--- src/rtl/ctrl_seq_handshake_if.sv ---
// Control/datapath bundle for the multi-cycle sequencer: instruction and flag
// inputs, memory handshake, and every datapath strobe/select it drives.
interface ctrl_seq_handshake_if #(
  parameter int NUM_REGS = 8
);
  logic                run;
  logic                mem_ready;
  logic [15:0]         ir_out;
  logic [2:0]          flag_out;
  logic                pc_incr;
  logic                ir_in;
  logic                a_in;
  logic                g_in;
  logic                flag_in;
  logic                addr_in;
  logic                dout_in;
  logic                w_en;
  logic [NUM_REGS-1:0] rx_in;
  logic [3:0]          sel;
  logic [1:0]          op;
  logic                add_sub;
  logic [1:0]          shift_type;
  logic                done;
  logic                bus_err;
  logic [3:0]          state_dbg;

  modport master (
    input  run, mem_ready, ir_out, flag_out,
    output pc_incr, ir_in, a_in, g_in, flag_in, addr_in, dout_in, w_en,
           rx_in, sel, op, add_sub, shift_type, done, bus_err, state_dbg
  );

  modport slave (
    output run, mem_ready, ir_out, flag_out,
    input  pc_incr, ir_in, a_in, g_in, flag_in, addr_in, dout_in, w_en,
           rx_in, sel, op, add_sub, shift_type, done, bus_err, state_dbg
  );
endinterface

--- src/rtl/ctrl_seq_handshake.sv ---
// Multi-cycle fetch/decode/execute sequencer for the 16-bit datapath, with a
// memory-ready handshake, wait timeout into a sticky bus-error trap.
module ctrl_seq_handshake #(
  parameter int NUM_REGS = 8,
  parameter int MAX_WAIT = 15,
  parameter int WAIT_W   = 8
) (
  input  logic                   clk,
  input  logic                   reset_n,
  ctrl_seq_handshake_if.master   bus
);

  typedef enum logic [3:0] {
    IDLE   = 4'd0,
    FETCH  = 4'd1,
    FWAIT  = 4'd2,
    DECODE = 4'd3,
    EX1    = 4'd4,
    EX2    = 4'd5,
    EX3    = 4'd6,
    MWAIT  = 4'd7,
    LDWB   = 4'd8,
    ERR    = 4'd9
  } state_t;

  typedef enum logic [2:0] {
    OP_MV     = 3'd0,
    OP_MVT_B  = 3'd1,
    OP_ADD    = 3'd2,
    OP_SUB    = 3'd3,
    OP_LD     = 3'd4,
    OP_ST     = 3'd5,
    OP_AND    = 3'd6,
    OP_CMP_SH = 3'd7
  } opcode_t;

  localparam logic [3:0]          SEL_PC    = 4'(NUM_REGS - 1);
  localparam logic [3:0]          SEL_IR    = 4'd8;
  localparam logic [3:0]          SEL_G     = 4'd9;
  localparam logic [3:0]          SEL_DIN   = 4'd10;
  localparam logic [NUM_REGS-1:0] PC_ONEHOT = NUM_REGS'(1) << (NUM_REGS - 1);

  state_t              state, next_state;
  logic [WAIT_W-1:0]   wait_cnt;

  opcode_t             opcode;
  logic                imm;
  logic [2:0]          rx_idx, ry_idx;
  logic [3:0]          rx_sel, ry_sel, src_sel;
  logic                cond_true, timeout, boundary_run;
  logic                unused_ir;

  logic                pc_incr_c, ir_in_c, a_in_c, g_in_c, flag_in_c;
  logic                addr_in_c, dout_in_c, w_en_c, add_sub_c, done_c, bus_err_c;
  logic [NUM_REGS-1:0] rx_en;
  logic [3:0]          sel_c;
  logic [1:0]          op_c, shift_type_c;

  // Indices beyond NUM_REGS-1 have no bit to set, so they write nothing.
  function automatic logic [NUM_REGS-1:0] reg_onehot(input logic [2:0] idx);
    logic [NUM_REGS-1:0] v;
    v = '0;
    for (int unsigned i = 0; i < NUM_REGS; i++)
      v[i] = ({29'b0, idx} == i);
    return v;
  endfunction

  assign opcode    = opcode_t'(bus.ir_out[15:13]);
  assign imm       = bus.ir_out[12];
  assign rx_idx    = bus.ir_out[11:9];
  assign ry_idx    = bus.ir_out[2:0];
  assign rx_sel    = {1'b0, rx_idx};
  assign ry_sel    = {1'b0, ry_idx};
  assign src_sel   = imm ? SEL_IR : ry_sel;
  assign timeout   = (wait_cnt == WAIT_W'(MAX_WAIT - 1));
  assign unused_ir = ^bus.ir_out[4:3];
  assign boundary_run = bus.run;

  // flag_out = {carry, negative, zero}; condition code lives in the RX field.
  always_comb begin
    cond_true = 1'b0;
    case (rx_idx)
      3'd0: cond_true = 1'b1;
      3'd1: cond_true = bus.flag_out[0];
      3'd2: cond_true = ~bus.flag_out[0];
      3'd3: cond_true = ~bus.flag_out[2];
      3'd4: cond_true = bus.flag_out[2];
      3'd5: cond_true = ~bus.flag_out[1];
      3'd6: cond_true = bus.flag_out[1];
      default: cond_true = 1'b0;
    endcase
  end

  always_ff @(posedge clk) begin
    if (!reset_n) begin
      state    <= IDLE;
      wait_cnt <= '0;
    end else begin
      state    <= next_state;
      wait_cnt <= ((state == FWAIT || state == MWAIT) && next_state == state)
                  ? wait_cnt + WAIT_W'(1) : '0;
    end
  end

  always_comb begin
    next_state = state;
    case (state)
      IDLE:   if (bus.run) next_state = FETCH;
      FETCH:  next_state = FWAIT;
      FWAIT: begin
        if (bus.mem_ready)  next_state = DECODE;
        else if (timeout)   next_state = ERR;
      end
      DECODE: next_state = EX1;
      EX1: begin
        if (done_c)                next_state = boundary_run ? FETCH : IDLE;
        else if (opcode == OP_LD)  next_state = MWAIT;
        else                       next_state = EX2;
      end
      EX2: begin
        if (done_c)                next_state = boundary_run ? FETCH : IDLE;
        else if (opcode == OP_ST)  next_state = MWAIT;
        else                       next_state = EX3;
      end
      EX3:    next_state = boundary_run ? FETCH : IDLE;
      MWAIT: begin
        if (bus.mem_ready)
          next_state = (opcode == OP_LD) ? LDWB : (boundary_run ? FETCH : IDLE);
        else if (timeout)
          next_state = ERR;
      end
      LDWB:   next_state = boundary_run ? FETCH : IDLE;
      ERR:    next_state = ERR;
      default: next_state = IDLE;
    endcase
  end

  always_comb begin
    pc_incr_c    = 1'b0;
    ir_in_c      = 1'b0;
    a_in_c       = 1'b0;
    g_in_c       = 1'b0;
    flag_in_c    = 1'b0;
    addr_in_c    = 1'b0;
    dout_in_c    = 1'b0;
    w_en_c       = 1'b0;
    add_sub_c    = 1'b0;
    done_c       = 1'b0;
    bus_err_c    = 1'b0;
    rx_en        = '0;
    sel_c        = '0;
    op_c         = '0;
    shift_type_c = '0;
    case (state)
      FETCH: begin
        sel_c     = SEL_PC;
        addr_in_c = 1'b1;
        pc_incr_c = 1'b1;
      end
      DECODE: ir_in_c = 1'b1;
      EX1: begin
        case (opcode)
          OP_MV: begin
            sel_c  = src_sel;
            rx_en  = reg_onehot(rx_idx);
            done_c = 1'b1;
          end
          OP_MVT_B: begin
            if (imm) begin
              sel_c  = SEL_IR;
              rx_en  = reg_onehot(rx_idx);
              done_c = 1'b1;
            end else begin
              sel_c  = SEL_PC;
              a_in_c = 1'b1;
              done_c = ~cond_true;
            end
          end
          OP_LD, OP_ST: begin
            sel_c     = ry_sel;
            addr_in_c = 1'b1;
          end
          default: begin
            sel_c  = rx_sel;
            a_in_c = 1'b1;
          end
        endcase
      end
      EX2: begin
        case (opcode)
          OP_MVT_B: begin
            sel_c  = SEL_IR;
            g_in_c = 1'b1;
          end
          OP_ADD, OP_SUB, OP_AND: begin
            sel_c     = src_sel;
            g_in_c    = 1'b1;
            flag_in_c = 1'b1;
            add_sub_c = (opcode == OP_SUB);
            op_c      = (opcode == OP_AND) ? 2'd1 : 2'd0;
          end
          OP_ST: begin
            sel_c     = rx_sel;
            dout_in_c = 1'b1;
            w_en_c    = 1'b1;
          end
          OP_CMP_SH: begin
            flag_in_c = 1'b1;
            if (imm || !bus.ir_out[8]) begin
              sel_c     = src_sel;
              add_sub_c = 1'b1;
              done_c    = 1'b1;
            end else begin
              sel_c        = bus.ir_out[7] ? SEL_IR : ry_sel;
              op_c         = 2'd2;
              shift_type_c = bus.ir_out[6:5];
              g_in_c       = 1'b1;
            end
          end
          default: ;
        endcase
      end
      EX3: begin
        sel_c  = SEL_G;
        rx_en  = (opcode == OP_MVT_B) ? PC_ONEHOT : reg_onehot(rx_idx);
        done_c = 1'b1;
      end
      MWAIT:  done_c = (opcode == OP_ST) && bus.mem_ready;
      LDWB: begin
        sel_c  = SEL_DIN;
        rx_en  = reg_onehot(rx_idx);
        done_c = 1'b1;
      end
      ERR:    bus_err_c = 1'b1;
      default: ;
    endcase
  end

  assign bus.pc_incr    = pc_incr_c;
  assign bus.ir_in      = ir_in_c;
  assign bus.a_in       = a_in_c;
  assign bus.g_in       = g_in_c;
  assign bus.flag_in    = flag_in_c;
  assign bus.addr_in    = addr_in_c;
  assign bus.dout_in    = dout_in_c;
  assign bus.w_en       = w_en_c;
  assign bus.rx_in      = rx_en;
  assign bus.sel        = sel_c;
  assign bus.op         = op_c;
  assign bus.add_sub    = add_sub_c;
  assign bus.shift_type = shift_type_c;
  assign bus.done       = done_c;
  assign bus.bus_err    = bus_err_c;
  assign bus.state_dbg  = state;

endmodule
--- src/flat_wrapper.sv ---
// flat-port wrapper written by rule: the top's interface ports become plain ports
module ctrl_seq_handshake_flat 
#(
  parameter int NUM_REGS = 8,
  parameter int MAX_WAIT = 15,
  parameter int WAIT_W   = 8
)
  (clk, reset_n, bus_run, bus_mem_ready, bus_ir_out, bus_flag_out, bus_pc_incr, bus_ir_in, bus_a_in, bus_g_in, bus_flag_in, bus_addr_in, bus_dout_in, bus_w_en, bus_rx_in, bus_sel, bus_op, bus_add_sub, bus_shift_type, bus_done, bus_bus_err, bus_state_dbg);
  ctrl_seq_handshake_if #(.NUM_REGS(NUM_REGS)) bus_i ();
  input  logic clk;
  input  logic reset_n;
  input wire logic [$bits(bus_i.run)-1:0] bus_run;
  input wire logic [$bits(bus_i.mem_ready)-1:0] bus_mem_ready;
  input wire logic [$bits(bus_i.ir_out)-1:0] bus_ir_out;
  input wire logic [$bits(bus_i.flag_out)-1:0] bus_flag_out;
  output wire logic [$bits(bus_i.pc_incr)-1:0] bus_pc_incr;
  output wire logic [$bits(bus_i.ir_in)-1:0] bus_ir_in;
  output wire logic [$bits(bus_i.a_in)-1:0] bus_a_in;
  output wire logic [$bits(bus_i.g_in)-1:0] bus_g_in;
  output wire logic [$bits(bus_i.flag_in)-1:0] bus_flag_in;
  output wire logic [$bits(bus_i.addr_in)-1:0] bus_addr_in;
  output wire logic [$bits(bus_i.dout_in)-1:0] bus_dout_in;
  output wire logic [$bits(bus_i.w_en)-1:0] bus_w_en;
  output wire logic [$bits(bus_i.rx_in)-1:0] bus_rx_in;
  output wire logic [$bits(bus_i.sel)-1:0] bus_sel;
  output wire logic [$bits(bus_i.op)-1:0] bus_op;
  output wire logic [$bits(bus_i.add_sub)-1:0] bus_add_sub;
  output wire logic [$bits(bus_i.shift_type)-1:0] bus_shift_type;
  output wire logic [$bits(bus_i.done)-1:0] bus_done;
  output wire logic [$bits(bus_i.bus_err)-1:0] bus_bus_err;
  output wire logic [$bits(bus_i.state_dbg)-1:0] bus_state_dbg;
  assign bus_i.run = bus_run;
  assign bus_i.mem_ready = bus_mem_ready;
  assign bus_i.ir_out = bus_ir_out;
  assign bus_i.flag_out = bus_flag_out;
  assign bus_pc_incr = bus_i.pc_incr;
  assign bus_ir_in = bus_i.ir_in;
  assign bus_a_in = bus_i.a_in;
  assign bus_g_in = bus_i.g_in;
  assign bus_flag_in = bus_i.flag_in;
  assign bus_addr_in = bus_i.addr_in;
  assign bus_dout_in = bus_i.dout_in;
  assign bus_w_en = bus_i.w_en;
  assign bus_rx_in = bus_i.rx_in;
  assign bus_sel = bus_i.sel;
  assign bus_op = bus_i.op;
  assign bus_add_sub = bus_i.add_sub;
  assign bus_shift_type = bus_i.shift_type;
  assign bus_done = bus_i.done;
  assign bus_bus_err = bus_i.bus_err;
  assign bus_state_dbg = bus_i.state_dbg;
  ctrl_seq_handshake #(.NUM_REGS(NUM_REGS), .MAX_WAIT(MAX_WAIT), .WAIT_W(WAIT_W)) u_core (.clk(clk), .reset_n(reset_n), .bus(bus_i));
endmodule
--- config.mk ---
export PLATFORM = sky130hd
export DESIGN_NAME = ctrl_seq_handshake_flat
export DESIGN_NICKNAME = d
export VERILOG_FILES = /design/src/rtl/ctrl_seq_handshake_if.sv /design/src/rtl/ctrl_seq_handshake.sv /design/src/flat_wrapper.sv
export SDC_FILE = /design/constraint.sdc
export NUM_CORES = 1
export LEC_CHECK = 0
export CORE_ASPECT_RATIO = 1.75
export CORE_UTILIZATION = 41
export CTS_BUF_LIST = sky130_fd_sc_hd__clkbuf_4 sky130_fd_sc_hd__clkbuf_8
export CTS_CLUSTER_DIAMETER = 150
export CTS_CLUSTER_SIZE = 40
export DETAILED_ROUTE_END_ITERATION = 10
export PLACE_DENSITY = 0.79
export SETUP_SLACK_MARGIN = 0.2
export SYNTH_ARGS = -nofsm -noshare
export SYNTH_HDL_FRONTEND = slang
export SYNTH_SLANG_ARGS = --single-unit
export TNS_END_PERCENT = 30
--- constraint.sdc ---
create_clock -name clk -period 4.09 [get_ports clk]
set_input_delay 0.818 -clock clk [delete_from_list [all_inputs] [get_ports clk]]
set_output_delay 0.818 -clock clk [all_outputs]
set_load 0.03 [all_outputs]
==> flow_summary.toml, run 1 <==
[status]
status = "finished clean"

[floorplan]
core-area_mm2 = 0.00311
die_h_um = 77.3
num_io_pins = 54
fp.dieArea_mm2 = 0.00348
rows = 27
start_util_pct = 42.8
die_w_um = 45.0

[timing]
fmax_mhz = 257
hold_viol = 0
finalCritPeriodShare_pct = 95.1
slew_viol_final = 0
setup_viol = 0
skew_ns = 0.00275
slew_headroom_pct = 59.7
whs_ns = 0.493
period_minus_slack_ns = 3.89
rsz0062_at_grt = "true"
tightest_slew_ns = 0.605
setup-tns-final_ns = 0

[layout]
drive_gt1_share_pct = 11.4
utilization_pct = 63.8
multi_input_area_um2 = 995
n_antenna_cell = 0
area_delta_synth_final_pct = 49.2
final_area_mm2 = 0.00198
n_fill_cell = 299
register_area_um2 = 240
fin_nets = 271

[routing]
vias = 1647
totalWireLength_um = 4120
drtPass1Iterations = 4
via_per_inst = 5.72
drt_iter0_markers = 51
post_drt_wl_per_cell_um = 14.3
post-route-drc-count = 0
ant_nets = 0

[synthesis]
yosys.area.top_type = "dfxtp_1"
synth-seq-cells = 12
yosys-top-cells-count = "23 x nor2_1, 12 x clkbuf_1, 12 x dfxtp_1"
ys_seq_area_share_pct = 18.1
syn_nets = 216
synth_edf_count = 0
ys_warn_count = 0
yosysTopAreaCellShare_pct = 18.1
syn_inst = 191
ys.flop_type = "dfxtp_1"
synth.area.top_cells = "dfxtp_1 18%, nor2_1 6.5%, nor4_1 4.2%"
syn_area_per_cell_um2 = 6.96
synth.distinct_cells = 56
async_reset_ff_share_pct = 0
synth.most_common_cell = "nor2_1"
syn-cell-area_mm2 = 0.00133

[global_route]
antenna_found_initial = 0
grt_pass1_wl_um = 6580
grt_pass1_vias = 1482
gr-total-overflow = 0
grtUsageTotal_pct = 24.7
grt_max_degree = 20

[run]
max_cap_violations = 0

[worst_hold_path]
hold_path_class = "reg -> reg"
min_from = "u_core.wait_cnt[0]"
holdPathStages = 1
holdPathEnd = "u_core.wait_cnt[0]"

[pwr]
leakagePower_nw = 0.751
finalPower_w = 0.000429
power_density_mw_per_mm2 = 216
ir_worst_vdd_uv = 262

[clocking]
cts_buffers = 3
path_clk_slew_ns = 0.05
cts.sinks = 12
root_buffer = "clkbuf_8"
cts_tree = "done"
insertion_delay_ns = 0.24
clockBufferDepth = 2
cts_max_level = 1
cts_hold_buf = 0

[setup_path]
cp-end-kind = "output pin"
required_ns = 3.27
regToRegSetupSlack_ns = 1.85
reg2reg_from = "u_core.wait_cnt[4]"
critPathSlowestCell = "clkdlybuf4s50_1"
crit_type = "in -> out"
r2r-end = "u_core.wait_cnt[6]"
r2r_cells = 5
path_cells = "clkdlybuf4s50_1 -> or4_4 -> o22ai_1 -> nand2b_1 -> nor2_1 -> clkdlybuf4s50_1"
cpMostUsedCell = "clkdlybuf4s50_1"
crit_path_max_fanout = 6
start_kind = "primary input"
critPathArrivalTime_ns = 3.07
slowest_delay_ns = 0.67

[place]
hpwl_um = 3200
io_buffers = 51
place.gp.congestion = 1.01
post_dp_cell_area_mm2 = 0.00192
-- cells by family (layout without fill, tap and decap cells) --
family                   Yosys count  in the layout  synth area share [%]
AO/OA/AOI/OAI                     53             53                  28.5
adder cells (fa/ha/maj)            2              2                  1.88
multiplexers                       2              2                  1.60
flip-flops                        12             12                  18.1
AND/OR/NAND/NOR                   92             92                  37.9
buffers and inverters             23             77                  7.44
XOR/XNOR                           7              7                  4.61
-- sequential cells by signal, summed over array words and instances (netlist names) --
signal,count
u_core.wait_cnt,8
u_core.bus.state_dbg,4
-- how the worst max path moves through the flow --
stage / startpoint / endpoint
floorplan: u_core.bus.state_dbg[0] / bus_shift_type[0]
global placement: bus_ir_out[15] / bus_rx_in[2]
detailed placement: bus_ir_out[15] / bus_rx_in[2]
CTS: bus_ir_out[15] / bus_rx_in[4]
global route: bus_ir_out[15] / bus_rx_in[4]
finish: bus_ir_out[15] / bus_rx_in[4]
-- cell usage in the layout, fill, tap and decap left out, types with 3 or more instances in the layout --
cell type        Yosys  layout
nand3_1              6       6
a21oi_1              8       8
nor4_1               9       9
o21a_1               4       4
a22oi_1              4       4
nand2b_1             8       8
o211ai_1             3       3
o21ai_0              8       8
nand2_1             11      11
dfxtp_1             12      12
nor2b_1              5       5
o22ai_1              3       3
clkdlybuf4s50_1      0      46
and2_1               4       4
clkbuf_8             0       4
inv_1                8       8
xnor2_1              3       3
xor2_1               4       4
buf_4                1      17
nor3_1               8       7
nor2_1              23      23
-- final cells by class --
type / count / share of cell area, %
tap: 43 / 2.71
timing repair buffer: 65 / 30.7
inverter: 8 / 1.51
clock buffer: 4 / 2.78
sequential: 12 / 12.1
multi-input combinational: 156 / 50.2
-- critical path, delay by kind of cell --
| family | cells | cell delay, ns |
|---|---|---|
| buffers and inverters | 2 | 1.16 |
| AND/OR/NAND/NOR | 3 | 0.86 |
| AO/OA/AOI/OAI | 1 | 0.23 |
-- timing repair --
action,4_1_cts,5_1_grt
gates resized for setup,1,2
buffers inserted,0,0
endpoints found under the setup margin,1,7
-- power by group --
| group | internal, W | leakage [nW] | total [W] | switching [W] |
|---|---|---|---|---|
| combinational | 0.0000767 | 0.625 | 0.000180 | 0.000103 |
| sequential | 0.000121 | 0.0971 | 0.000123 | 0.00000169 |
| clock | 0.0000848 | 0.0288 | 0.000127 | 0.0000419 |
| total | 0.000283 | 0.751 | 0.000429 | 0.000147 |
-- metrics by stage --
step                instances  worst slack (ns)
finish                    288             0.202
global route              288            0.0863
global placement          284             0.205
floorplan                 191             0.628
CTS                       288             0.207
detailed placement        284             0.200
-- metal layers --
metal  vias up  wire length [µm]  GRT usage [%]  share of wire, %
li1        824                 -              -                 -
met1       745              1580           26.1                38
met2        60              2130           41.7                52
met3        18               209           2.35               5.1
met4         0               204           18.8               4.9
met5         -                 0              0                 0
Power figures use the tool's default switching activity.
==> run 2: changes to the inputs <==
--- a/config.mk
+++ b/config.mk
@@ -11,9 +11,11 @@
 export CTS_CLUSTER_DIAMETER = 150
 export CTS_CLUSTER_SIZE = 40
 export DETAILED_ROUTE_END_ITERATION = 10
+export GPL_TIMING_DRIVEN = 0
 export PLACE_DENSITY = 0.79
 export SETUP_SLACK_MARGIN = 0.2
+export SLEW_MARGIN = 20
 export SYNTH_ARGS = -nofsm -noshare
 export SYNTH_HDL_FRONTEND = slang
 export SYNTH_SLANG_ARGS = --single-unit
-export TNS_END_PERCENT = 30
+export TNS_END_PERCENT = 100
==> flow_summary.toml, run 2 (same netlist as run 1, synthesis figures left out) <==
[timing]
period_minus_slack_ns = 3.84
finalCritPeriodShare_pct = 93.8
skew_ns = 0.00218
setup-tns-final_ns = 0
setup_viol = 0
slew_headroom_pct = 58.5
tightest_slew_ns = 0.623
fin_ws_ns = 0.252
slew_viol_final = 0
hold_viol = 0
fmax_mhz = 261
rsz0062_at_grt = "true"

[global_route]
gr-total-overflow = 0
grt_max_degree = 11
grtUsageTotal_pct = 24.5
antenna_found_initial = 0
grt_pass1_wl_um = 6490
grt_pass1_vias = 1466

[layout]
utilization_pct = 62.4
area_delta_synth_final_pct = 45.9
top_register = "u_core.wait_cnt"
instances_no_fill = 286
fin_nets = 269
mostFrequentLayoutCells = "38 x clkdlybuf4s50_1, 23 x nor2_1, 12 x dfxtp_1, 11 x nand2_1, 9 x nor4_1"
n_antenna_cell = 0
multi_input_area_mm2 = 0.00101
drive_gt1_share_pct = 8.23
n_fill_cell = 310
largest_reg_flops = 8
register_area_um2 = 240
final_area_mm2 = 0.00194
mostFrequentLayoutCell = "clkdlybuf4s50_1"

[setup_path]
cp-startpoint = "bus_ir_out[13]"
crit_path_max_fanout = 10
start_kind = "primary input"
crit_end = "bus_sel[0]"
cp-end-kind = "output pin"
reg2reg_from = "u_core.bus.state_dbg[0]"
r2r-end = "u_core.wait_cnt[6]"
critPathArrivalTime_ns = 3.02
regToRegSetupSlack_ns = 1.86
crit_type = "in -> out"
r2r_cells = 6
required_ns = 3.27

[routing]
routed-wl-met3_um = 204
drt_iter0_markers = 41
via_per_inst = 5.67
dr_wl_met2_um = 2170
routed.top_layer = "met4"
routedLengthMet1_um = 1530
post_drt_wl_per_cell_um = 14.2
drtPass1Iterations = 4
vias = 1621
ant_nets = 0
totalWireLength_um = 4050
post-route-drc-count = 0

[floorplan]
fp.dieArea_mm2 = 0.00348
die_w_um = 45.0
core-area_mm2 = 0.00311
num_io_pins = 54
die_h_um = 77.3
rows = 27
start_util_pct = 42.8

[pwr]
ir_worst_vdd_uv = 243
leakagePower_nw = 0.768
power_density_mw_per_mm2 = 219

[status]
status = "finished clean"

[clocking]
path_clk_slew_ns = 0.05
cts_hold_buf = 0
clockBufferDepth = 2
cts.sinks = 12
cts_max_level = 1
root_buffer = "clkbuf_8"
cts_buffers = 3
postCtsSetupBuffers = 0
cts_tree = "done"
insertion_delay_ns = 0.25

[place]
place.gp.congestion = 0.973
io_buffers = 48
post_dp_cell_area_mm2 = 0.00186
hpwl_um = 3200
dp_slack_ns = 0.114
placed_cells = 282

[worst_hold_path]
hold_path_class = "reg -> reg"

[run]
max_cap_violations = 0
==> run 2: changes by cell type in the layout (fill, tap and decap cells not counted), sizes merged <==
cell	change
dlygate4sd2	+6
clkdlybuf4s50	-8
clkbuf	+12
buf	-14
dlymetal6s2s	+2
==> run 2: worst min path at each step <==
stage                                  start                  to  slack (ns)  cells after the start
after CTS                 u_core.wait_cnt[0]  u_core.wait_cnt[0]        0.49                      1
after floorplan           u_core.wait_cnt[0]  u_core.wait_cnt[0]        0.46                      1
after detailed placement  u_core.wait_cnt[0]  u_core.wait_cnt[0]        0.48                      1
final                     u_core.wait_cnt[0]  u_core.wait_cnt[0]        0.49                      1
after global placement    u_core.wait_cnt[0]  u_core.wait_cnt[0]        0.48                      1
after global routing      u_core.wait_cnt[0]  u_core.wait_cnt[0]        0.52                      1
==> run 2: what timing repair did <==
action / in CTS / in global routing
hold endpoints to repair: 0 / 0
gates resized for setup: 10 / 9
endpoints found under the setup margin: 13 / 9
gates cloned: 0 / 0
==> run 2: cell type report <==
type / count / area share (%)
Inverter: 8 / 1.55
Clock buffer: 4 / 2.84
Buffer: 15 / 3.81
Multi-Input combinational cell: 156 / 51.9
Sequential cell: 12 / 12.4
Timing Repair Buffer: 48 / 24.7
Tap cell: 43 / 2.78
==> run 2: layer usage <==
metal	up-vias	track usage, %
li1	814	-
met1	738	24.2
met2	56	43.9
met3	13	1.65
met4	0	17.9
met5	-	0
==> run 2: power by group <==
part           internal (W)  switching (W)
clock             0.0000851      0.0000450
combinational     0.0000695       0.000102
sequential         0.000121     0.00000247
==> run 2: critical path: stages <==
cell             delay [ns]
clkdlybuf4s50_1        0.56
clkbuf_2               0.24
nor2b_1                0.24
o211ai_1               0.12
a21oi_1                0.14
nor2_1                 0.05
o22ai_1                0.16
clkdlybuf4s50_1        0.70
==> run 2: stage by stage <==
stage          hold slack [ns]  power [W]
2_1_floorplan            0.457   0.000230
3_3_place_gp             0.481   0.000293
3_5_place_dp             0.483   0.000294
4_1_cts                  0.490   0.000427
5_1_grt                  0.521   0.000447
6_report                 0.489   0.000425
==> run 3: changes to the inputs <==
--- a/config.mk
+++ b/config.mk
@@ -5,7 +5,7 @@
 export SDC_FILE = /design/constraint.sdc
 export NUM_CORES = 1
 export LEC_CHECK = 0
-export CORE_ASPECT_RATIO = 1.75
+export CORE_ASPECT_RATIO = 0.7
 export CORE_UTILIZATION = 41
 export CTS_BUF_LIST = sky130_fd_sc_hd__clkbuf_4 sky130_fd_sc_hd__clkbuf_8
 export CTS_CLUSTER_DIAMETER = 150
==> flow_summary.toml, run 3 (same netlist as run 1, synthesis figures left out) <==
[setup_path]
start_kind = "primary input"
critPathSlowestCell = "clkdlybuf4s50_1"
regToRegSetupSlack_ns = 1.82
critPathArrivalTime_ns = 2.97
crit_type = "in -> out"
cp-end-kind = "output pin"
crit_path_max_fanout = 10
required_ns = 3.27
cpMostUsedCell = "clkdlybuf4s50_1"
path_cells = "clkdlybuf4s50_1 -> clkbuf_2 -> and4_1 -> nor3_2 -> a22oi_1 -> nor2_1 -> a211o_1 -> clkdlybuf4s50_1"
slowest_delay_ns = 0.59

[place]
place.gp.congestion = 0.891
io_buffers = 48
hpwl_um = 3240
placed_cells = 275
dp_slack_ns = 0.0893
post_dp_cell_area_mm2 = 0.00185

[layout]
fin_nets = 269
largest_reg_flops = 8
register_area_um2 = 240
multi_input_area_mm2 = 0.00101
n_antenna_cell = 0
mostFrequentLayoutCells = "38 x clkdlybuf4s50_1, 23 x nor2_1, 12 x dfxtp_1, 11 x nand2_1, 9 x nor4_1"
mostFrequentLayoutCell = "clkdlybuf4s50_1"
final_area_mm2 = 0.00192
instances_no_fill = 278
area_delta_synth_final_pct = 44.4
top_register = "u_core.wait_cnt"
drive_gt1_share_pct = 7.85
n_fill_cell = 255

[timing]
tightest_slew_ns = 0.613
whs_ns = 0.490
fmax_mhz = 264
skew_ns = 0.00137
slew_headroom_pct = 59.1
fin_ws_ns = 0.305
hold_viol = 0
slew_viol_final = 0
rsz0062_at_grt = "false"
period_minus_slack_ns = 3.79
setup_viol = 0
finalCritPeriodShare_pct = 92.5
setup-tns-final_ns = 0

[floorplan]
num_io_pins = 54
die_w_um = 70.0
rows = 16
core-area_mm2 = 0.00294
die_h_um = 49.6
start_util_pct = 45.2
fp.dieArea_mm2 = 0.00348

[clocking]
insertion_delay_ns = 0.23
path_clk_slew_ns = 0.05
cts_max_level = 1
cts_hold_buf = 0
cts.sinks = 12
cts_buffers = 3
cts_tree = "done"
clockBufferDepth = 2
root_buffer = "clkbuf_8"

[routing]
via_per_inst = 6.00
ant_nets = 0
post_drt_wl_per_cell_um = 14.5
totalWireLength_um = 4040
drtPass1Iterations = 5
drt_iter0_markers = 144
post-route-drc-count = 0
vias = 1669

[status]
status = "finished clean"

[global_route]
grt_pass1_vias = 1436
grt_max_degree = 11
antenna_found_initial = 0
grt_pass1_wl_um = 6760
gr-total-overflow = 0
grtUsageTotal_pct = 24.0

[pwr]
ir_worst_vdd_uv = 236
leakagePower_nw = 0.771
power_density_mw_per_mm2 = 207

[run]
max_cap_violations = 0

[worst_hold_path]
hold_path_class = "reg -> reg"
==> run 3: cell type report <==
class | count | share of cell area (%)
timing repair buffer | 48 | 25.2
tap | 36 | 2.35
buffer | 15 | 3.85
clock buffer | 3 | 2.15
inverter | 8 | 1.56
multi-input combinational | 156 | 52.4
sequential | 12 | 12.5
==> run 3: repair_timing <==
action | in CTS | in global routing
pin swaps | 0 | 0
cloned | 0 | 0
gates resized for setup | 9 | 10
endpoints found under the setup margin | 10 | 10
setup buffers | 0 | 0
==> run 3: per-layer routing <==
metal  GRT usage, %  routed length, µm  vias to the layer above
met5              0                  0                        -
met4           1.00                  0                        0
met3           6.34                471                        0
met2           34.3               1610                       94
met1           37.3               1960                      749
li1               -                  -                      826
==> run 3: critical path, delay by kind of cell <==
family / cells / cell delay, ns
buffers and inverters: 3 / 1.34
AO/OA/AOI/OAI: 2 / 0.47
AND/OR/NAND/NOR: 3 / 0.35
==> run 3: metrics by stage <==
step	util, %	power (W)
after floorplan	-	0.000230
after global placement	63.0	0.000292
after detailed placement	63.0	0.000293
after CTS	64.3	0.000395
after global routing	65.2	0.000421
final	65.2	0.000397
==> run 3: power breakdown <==
| part | internal [W] | total (W) | leakage (nW) | switching, W |
|---|---|---|---|---|
| combinational | 0.0000694 | 0.000172 | 0.653 | 0.000102 |
| sequential | 0.000121 | 0.000124 | 0.0971 | 0.00000261 |
| clock | 0.0000644 | 0.000102 | 0.0216 | 0.0000376 |
| total | 0.000255 | 0.000397 | 0.771 | 0.000142 |
==> run 3: final timing paths <==
| kind | start | end | cells past startpoint |
|---|---|---|---|
| worst max-delay path | bus_ir_out[15] | bus_sel[2] | 8 |
| worst min-delay path | u_core.wait_cnt[0] | u_core.wait_cnt[0] | 1 |
| worst max register to register | u_core.bus.state_dbg[2] | u_core.bus.state_dbg[0] | 7 |
| worst min register to register | u_core.wait_cnt[0] | u_core.wait_cnt[0] | 1 |
